## src/rtl/mux16_rr_arbiter_if.sv

```systemverilog
// Bus bundle for the 16-channel round-robin arbiter with its shared 16:1 data mux.
interface mux16_rr_arbiter_if;
  logic [15:0] req;
  logic        rel;
  logic [15:0] din;
  logic [3:0]  sel;
  logic [15:0] grant;
  logic        gnt_valid;
  logic        out;

  modport master (
    output req, rel, din,
    input  sel, grant, gnt_valid, out
  );

  modport slave (
    input  req, rel, din,
    output sel, grant, gnt_valid, out
  );
endinterface

```

## src/rtl/mux16_rr_arbiter.sv

```systemverilog
// Round-robin arbiter for 16 requesters driving the select of a shared 16:1 mux,
// with a bounded hold time and a one-cycle break-before-make gap between owners.
module mux16_rr_arbiter #(
  parameter int unsigned MAX_HOLD = 8
) (
  input logic             clk,
  input logic             rst_n,
  mux16_rr_arbiter_if.slave bus
);

  typedef enum logic [1:0] {
    IDLE  = 2'd0,
    GRANT = 2'd1,
    GAP   = 2'd2
  } state_t;

  localparam logic [7:0] HOLD_LAST = 8'(MAX_HOLD - 1);

  state_t      state;
  state_t      state_next;
  logic [3:0]  ptr;
  logic [3:0]  ptr_next;
  logic [3:0]  sel_q;
  logic [3:0]  sel_next;
  logic [15:0] grant_q;
  logic [15:0] grant_next;
  logic        valid_q;
  logic [7:0]  hold_cnt;
  logic [7:0]  hold_next;

  logic [3:0]  win;
  logic        win_found;
  logic [3:0]  scan_idx;
  logic        owner_done;

  // Scan upward from ptr with 4-bit wrap; the first set request wins.
  always_comb begin
    win       = '0;
    win_found = 1'b0;
    scan_idx  = '0;
    for (int i = 0; i < 16; i++) begin
      scan_idx = ptr + 4'(i);
      if (!win_found && bus.req[scan_idx]) begin
        win       = scan_idx;
        win_found = 1'b1;
      end
    end
  end

  assign owner_done = bus.rel || !bus.req[sel_q] || (hold_cnt == HOLD_LAST);

  always_comb begin
    state_next = state;
    ptr_next   = ptr;
    sel_next   = sel_q;
    grant_next = grant_q;
    hold_next  = hold_cnt;

    unique case (state)
      IDLE, GAP: begin
        if (win_found) begin
          state_next = GRANT;
          sel_next   = win;
          grant_next = 16'(1) << win;
          hold_next  = '0;
        end else begin
          state_next = IDLE;
          grant_next = '0;
        end
      end

      GRANT: begin
        // All exit causes collapse into a single transition and pointer step.
        if (owner_done) begin
          state_next = GAP;
          ptr_next   = sel_q + 4'd1;
          grant_next = '0;
        end else begin
          hold_next = hold_cnt + 8'd1;
        end
      end

      default: begin
        state_next = IDLE;
        grant_next = '0;
      end
    endcase
  end

  always_ff @(posedge clk) begin
    if (!rst_n) begin
      state    <= IDLE;
      ptr      <= '0;
      sel_q    <= '0;
      grant_q  <= '0;
      valid_q  <= 1'b0;
      hold_cnt <= '0;
    end else begin
      state    <= state_next;
      ptr      <= ptr_next;
      sel_q    <= sel_next;
      grant_q  <= grant_next;
      valid_q  <= |grant_next;
      hold_cnt <= hold_next;
    end
  end

  assign bus.sel       = sel_q;
  assign bus.grant     = grant_q;
  assign bus.gnt_valid = valid_q;
  assign bus.out       = valid_q ? bus.din[sel_q] : 1'b0;

endmodule

```

## src/flat_wrapper.sv

```systemverilog
// flat-port wrapper written by rule: the top's interface ports become plain ports
module mux16_rr_arbiter_flat 
#(
  parameter int unsigned MAX_HOLD = 8
)
  (clk, rst_n, bus_req, bus_rel, bus_din, bus_sel, bus_grant, bus_gnt_valid, bus_out);
  mux16_rr_arbiter_if bus_i ();
  input logic clk;
  input logic rst_n;
  input wire logic [$bits(bus_i.req)-1:0] bus_req;
  input wire logic [$bits(bus_i.rel)-1:0] bus_rel;
  input wire logic [$bits(bus_i.din)-1:0] bus_din;
  output wire logic [$bits(bus_i.sel)-1:0] bus_sel;
  output wire logic [$bits(bus_i.grant)-1:0] bus_grant;
  output wire logic [$bits(bus_i.gnt_valid)-1:0] bus_gnt_valid;
  output wire logic [$bits(bus_i.out)-1:0] bus_out;
  assign bus_i.req = bus_req;
  assign bus_i.rel = bus_rel;
  assign bus_i.din = bus_din;
  assign bus_sel = bus_i.sel;
  assign bus_grant = bus_i.grant;
  assign bus_gnt_valid = bus_i.gnt_valid;
  assign bus_out = bus_i.out;
  mux16_rr_arbiter #(.MAX_HOLD(MAX_HOLD)) u_core (.clk(clk), .rst_n(rst_n), .bus(bus_i));
endmodule
```

## config.mk

```make
export PLATFORM = sky130hd
export DESIGN_NAME = mux16_rr_arbiter_flat
export DESIGN_NICKNAME = d
export VERILOG_FILES = /design/src/rtl/mux16_rr_arbiter_if.sv /design/src/rtl/mux16_rr_arbiter.sv /design/src/flat_wrapper.sv
export SDC_FILE = /design/constraint.sdc
export NUM_CORES = 1
export LEC_CHECK = 0
export BUFFER_PORTS_ARGS = -buffer_cell sky130_fd_sc_hd__buf_2
export CAP_MARGIN = 20
export CORE_AREA = 2 2 91 93
export DETAILED_ROUTE_END_ITERATION = 8
export DIE_AREA = 0 0 93 95
export GPL_TIMING_DRIVEN = 0
export HOLD_SLACK_MARGIN = 0.03
export PLACE_DENSITY = 0.84
export REMOVE_ABC_BUFFERS = 1
export SYNTH_ARGS = -nofsm -noshare
export SYNTH_HDL_FRONTEND = slang
export SYNTH_SLANG_ARGS = --single-unit
```

## constraint.sdc

```tcl
create_clock -name clk -period 14.4 [get_ports clk]
set_input_delay 2.16 -clock clk [delete_from_list [all_inputs] [get_ports clk]]
set_output_delay 2.16 -clock clk [all_outputs]
set_load 0.01 [all_outputs]
```

==> metrics.txt, run 1 <==
Avg Cell Area, Syn 9.65 um2; Setup-failing EPs final 0; setup TNS 0 ps; vias in the first global route 4398; Worst-path clk slew 70 ps; RSZ-0062 raised after global routing false; post-synthesis mux area share 0.332; fin. max-slew vios 0; vias per inst 7.44; HPWL after DPL around 9700 um; setup bufs post-CTS 0; Num Clock Sinks 35; largest net degree at the start of global routing 33; largest family of logic cells by synthesized area multiplexers; IO Port Bufs 56; vias ~4.6k; Pwr Density 146 mW/mm2; Synth Register Bits 35; Post-synth EDFFs 0; Num CTS Buffers 5; compound-cell area share of the yosys netlist 0.250; Required @ worst endpoint 14620 ps; Final Instance Area between 0.004 and 0.005 mm2; number of diodes 0; commonest non-fill, non-tap cell in the layout buf_2; maximum vdd ir drop approximately 0.000064 V; initial core utilization 0.575; CTS tree yes; htree depth 2; CORE AREA 0.00793 mm2; WL/cell 21.9 um; share of cells above drive strength 1 0.325; crit-path max FO 25; MaxCap Viol Count 0; final worst slack approximately 8300 ps; Crit Path Class reg -> reg; Post-DRT Antenna Nets 0; GPL Wtd Cong ~0.96; Placed Area 0.00483 mm2; Worst-Skew Late Latency 300 ps; Total Wirelength 13400 um; Post-Synth XOR/XNOR Area 0.0250; endpoints failing hold 0; synth warn 0; antenna violations before repair 0; crit share post-route 0.425; Register-to-Register Path Depth 11; DRT iter0 DRCs 507; HP Class reg -> reg; post-cts resize count 0; Worst Tran Pin Value 1110 ps; Worst Setup Start Kind flop; GRT Total Usage 0.313; DIE WIDTH 93 um; Clock Skew 8.46 ps; synth unique cells 78; height of the die approximately 95 um; die area 0.00884 mm2; hold_buf cts 0; area grow syn2layout 8.87%; Leak between 1.5 and 2 nW; root buffer cell clkbuf_8; final-stage net count between 500 and 600; Netlist Area Pre-Place 0.00456 mm2; status finished clean; first-pass GRT wire length 22000 um; worst rel slew slack 0.261; Design Power between 0.7 and 0.8 mW; Seq/Total Area, Yosys 0.154; gr ovfl total 0; adder-cell share of the synthesized area 0.0247; post-synthesis simple-gate area fraction 0.172; hold depth 1; Clock Tree Buf Depth 2; 1st-pass router iterations 5; Synth Instances between 400 and 500; # DRC 0; Main synth FF type dfxtp_1; num ports 57; std cell rows 33; Peak Freq 163 MHz; dpl ws 7900 ps; arrival time worst endpoint roughly 6400 ps; crit path capture type flop; crit path time final 6130 ps; ys async rst share 0; commonest non-fill, non-tap cells in the layout buf_2, mux4_2, dfxtp_1, nor2_1, mux2i_1
==> flip-flops by register name, indices dropped and copies added (netlist names) <==
register              cells
u_core.hold_cnt           8
u_core.ptr                4
u_core.bus.sel            4
u_core.bus.grant         16
u_core.bus.gnt_valid      1
u_core.state              2
==> per-stage QoR <==
step           utilization  std cells  hold slack (ps)
2_1_floorplan            -        443              416
3_3_place_gp         0.609        604              425
3_5_place_dp         0.610        605              445
4_1_cts              0.620        613              452
5_1_grt              0.626        615              466
6_report             0.626        615              456
==> cells in the mapped netlist (5+ instances only) <==
| library cell | count | area [um2] |
|---|---|---|
| mux4_2 | 42 | 946 |
| dfxtp_1 | 35 | 701 |
| nor2_1 | 32 | 120 |
| mux2i_1 | 27 | 270 |
| nand2_1 | 23 | 86.3 |
| a21oi_1 | 20 | 100 |
| mux2_2 | 17 | 191 |
| a211oi_1 | 16 | 120 |
| clkbuf_1 | 15 | 56.3 |
| o21ai_0 | 15 | 75.1 |
| a22o_1 | 12 | 105 |
| nand3_1 | 12 | 60.1 |
| and3_1 | 11 | 68.8 |
| inv_1 | 11 | 41.3 |
| a32o_1 | 9 | 90.1 |
| ha_1 | 9 | 113 |
| a21oi_2 | 8 | 70.1 |
| a31oi_1 | 8 | 50.1 |
| nor4_1 | 7 | 43.8 |
| o21ai_2 | 7 | 61.3 |
| xnor2_1 | 7 | 61.3 |
| and2_1 | 6 | 37.5 |
| nor2b_1 | 6 | 37.5 |
| xor2_1 | 6 | 52.6 |
| buf_1 | 5 | 18.8 |
| o211ai_1 | 5 | 37.5 |
| or3_1 | 5 | 31.3 |
==> power by group <==
group | leakage, nW | switching, mW | total (mW) | internal, mW
clock | 0.0412 | 0.0356 | 0.0693 | 0.0337
combinational | 1.45 | 0.300 | 0.517 | 0.218
sequential | 0.285 | 0.0305 | 0.138 | 0.108
total | 1.78 | 0.366 | 0.725 | 0.359
==> final cells by class <==
type / count / area (um2)
fillers: 660 / 2970
clock inverters: 2 / 12.5
multi-input cells: 395 / 3660
inverters: 13 / 48.8
clock buffers: 6 / 72.6
well taps: 105 / 131
repair buffers: 59 / 328
flip-flops and latches: 35 / 702
==> worst paths after layout <==
| check | start | endpoint | slack, ps |
|---|---|---|---|
| setup / recovery | u_core.ptr[2]$_SDFFE_PN0P_ | u_core.hold_cnt[7]$_SDFFE_PN0P_ | 8270 |
| hold / removal | u_core.state[1]$_SDFFE_PN0P_ | u_core.state[1]$_SDFFE_PN0P_ | 460 |
| setup reg to reg | u_core.ptr[2]$_SDFFE_PN0P_ | u_core.hold_cnt[7]$_SDFFE_PN0P_ | 8270 |
| hold reg to reg | u_core.state[1]$_SDFFE_PN0P_ | u_core.state[1]$_SDFFE_PN0P_ | 460 |
==> critical path, stage by stage, from the launching register on <==
cell       delay (ps)
dfxtp_1          1040
inv_1             360
ha_1              870
mux4_1            670
mux4_2            590
a2111oi_4         390
or4b_4            550
or4_4             530
o21ai_2           310
and2_1            470
o21ai_2           120
a21oi_2           130
==> kinds of logic (layout without fill, tap and decap cells) <==
family / count (synthesis) / in the layout
compound gates: 145 / 145
xor+xnor: 13 / 13
fa+ha+maj: 9 / 9
buf+inv: 42 / 80
flops: 35 / 35
mux: 90 / 90
simple gates: 138 / 138
==> per-layer routing <==
metal	track usage	share of wire
met4	0.148	0.045
met3	0.0503	0.090
met5	0	0
met1	0.389	0.38
met2	0.535	0.49
Power figures use the tool's default switching activity.
==> run 2: changes to the inputs <==
Settings changed: CORE_AREA 2 2 91 93 to 2 2 95 97, DIE_AREA 0 0 93 95 to 0 0 97 99, PLACE_DENSITY 0.84 to 0.81.
Clock period 14.4 ns to 4.9 ns, I/O delays scaled along.
==> run 2 against run 1 <==
Effect of this change: critical path depth unchanged; final area increased by 1.9%; first-iteration DRC count decreased by 15%; sequential power grew to 2.9 times the previous value; register-to-register slack got worse by 8100 ps; core utilization is 3.4 points lower; routed wire length increased by 2.3%; via count is 0.72% lower; cell count grew 1.6%; fmax rose by 30%; clock power grew to 2.9 times the previous value.
==> metrics.txt, run 2 (synthesis gave the netlist of run 1 again) <==
vias in the first global route 4518 (+2.7%); Largest register FFs 16 (unchanged); htree depth 2 (unchanged); crit path capture type flop; crit-path max FO 16 (-36%); Cells after DPL 608 (+0.50%); HPWL after DPL 9670 um (-0.54%); endpoints failing hold 0 (unchanged); std cell rows 34 (+3.0%); HP Class reg -> reg; Leak 1.82 nW (+2.5%); fin. max-slew vios 0 (unchanged); area grow syn2layout 11.0%; GRT Total Usage 0.286 (-0.0272); Num Clock Sinks 35 (unchanged); Storage cell area 713 um2 (+1.6%); crit share post-route 0.962 (+0.537); Final Core Density 0.591 (-0.0343); crit path time final 4720 ps (-1410 ps); share of cells above drive strength 1 0.350 (+0.0246); Placed Area 0.00484 mm2 (about the same); Hold Slack 448 ps (-7.53 ps); RSZ-0062 raised after global routing false; CTS tree yes; Worst Tran Pin Value 961 ps (-145 ps); die area 0.00960 mm2 (+8.7%); root buffer cell clkbuf_8; Worst Setup Start Kind flop; Worst-path clk slew 70 ps (about the same); CORE AREA 0.00855 mm2 (+7.9%); area of the multi-input gates 0.00370 mm2 (+1.1%); DIE WIDTH 97 um (+4.3%); num ports 57 (unchanged); Crit Path Class reg -> reg; Num CTS Buffers 5 (unchanged); antenna violations before repair 0 (unchanged); arrival time worst endpoint 4890 ps (-1460 ps); vias 4541 (-0.72%); Clock Skew 9.52 ps (+1.06 ps); gr ovfl total 0 (unchanged); 1st-pass router iterations 5 (unchanged); commonest non-fill, non-tap cell in the layout buf_2; height of the die 99 um (+4.2%); GPL Wtd Cong 0.962 (+0.31%); Final Instance Area 0.00506 mm2 (+1.9%); final-stage net count 560 (+1.3%); WL/cell 22.0 um (+0.64%); commonest non-fill, non-tap cells in the layout buf_2, mux4_2, nor2_1, dfxtp_1, mux2i_1; Worst-Skew Late Latency 290 ps (about the same); Layout fillers 746 (+13%); number of diodes 0 (unchanged); vias per inst 7.27 (-2.3%); Post-DRT Antenna Nets 0 (unchanged); Total Wirelength 13800 um (+2.3%); Setup-failing EPs final 0 (unchanged); Pwr Density 430 mW/mm2 (+190%); worst rel slew slack 0.357 (+0.0956); Layout Cells excl Fill 625 (+1.6%); initial core utilization 0.533 (-0.0419); first-pass GRT wire length 22600 um (+3.1%); IO Port Bufs 56 (unchanged); maximum vdd ir drop 0.000203 V (+220%); Required @ worst endpoint 5070 ps (-9550 ps); DRT iter0 DRCs 430 (-15%); # DRC 0 (unchanged); hold_buf cts 0 (unchanged); MaxCap Viol Count 0 (unchanged); Peak Freq 212 MHz (+30%); Clock Tree Buf Depth 2 (unchanged); largest net degree at the start of global routing 29 (-12%); status finished clean
run 2: area by class of cell:
class                   count  area share
multi-input cells         395       0.732
flip-flops and latches     35       0.141
repair buffers             66      0.0740
well taps                 108      0.0267
clock buffers               7      0.0151
inverters                  13     0.00965
clock inverters             1    0.000990
run 2: final timing paths:
check	from	to	slack, ps	cells after the start
setup / recovery	u_core.ptr[0]$_SDFFE_PN0P_	u_core.bus.grant[9]$_SDFF_PN0_	180	11
hold / removal	u_core.state[1]$_SDFFE_PN0P_	u_core.state[1]$_SDFFE_PN0P_	450	1
setup reg to reg	u_core.ptr[0]$_SDFFE_PN0P_	u_core.bus.grant[9]$_SDFF_PN0_	180	11
hold reg to reg	u_core.state[1]$_SDFFE_PN0P_	u_core.state[1]$_SDFFE_PN0P_	450	1
run 2: worst max-delay path, cell delays in order (launching register included):
cell	delay [ps]
dfxtp_4	490
inv_2	240
ha_4	500
mux4_2	610
mux2_2	360
a2111oi_4	500
or4b_4	560
or4_4	530
o211a_1	250
a21bo_4	210
nor3_2	80
a32o_1	270
run 2: per-stage QoR:
| stage | setup slack (ps) | TNS [ps] | total power, mW |
|---|---|---|---|
| 2_1_floorplan | -635 | -16140 | 1.50 |
| 3_3_place_gp | -1660 | -44950 | 1.83 |
| 3_5_place_dp | -1560 | -41770 | 1.87 |
| 4_1_cts | 18.5 | 0 | 2.10 |
| 5_1_grt | 30.4 | 0 | 2.31 |
| 6_report | 184 | 0 | 2.17 |
run 2: metal layers:
layer,vias to the layer above,global-route usage,wire length [um]
met5,-,0,0
met4,0,0.145,735
met3,75,0.0518,1290
met2,304,0.482,6500
met1,2148,0.353,5230
li1,2014,-,-
run 2: where the power goes:
group | total [mW] | switching (mW) | internal, mW
combinational | 1.58 | 0.915 | 0.664
clock | 0.198 | 0.0986 | 0.0996
sequential | 0.396 | 0.0773 | 0.319
run 2: repair_timing:
item                       4_1_cts  5_1_grt
pin swaps                        1        1
setup endpoints to repair       30       24
setup buffers                    2        7
resized for setup               10        5
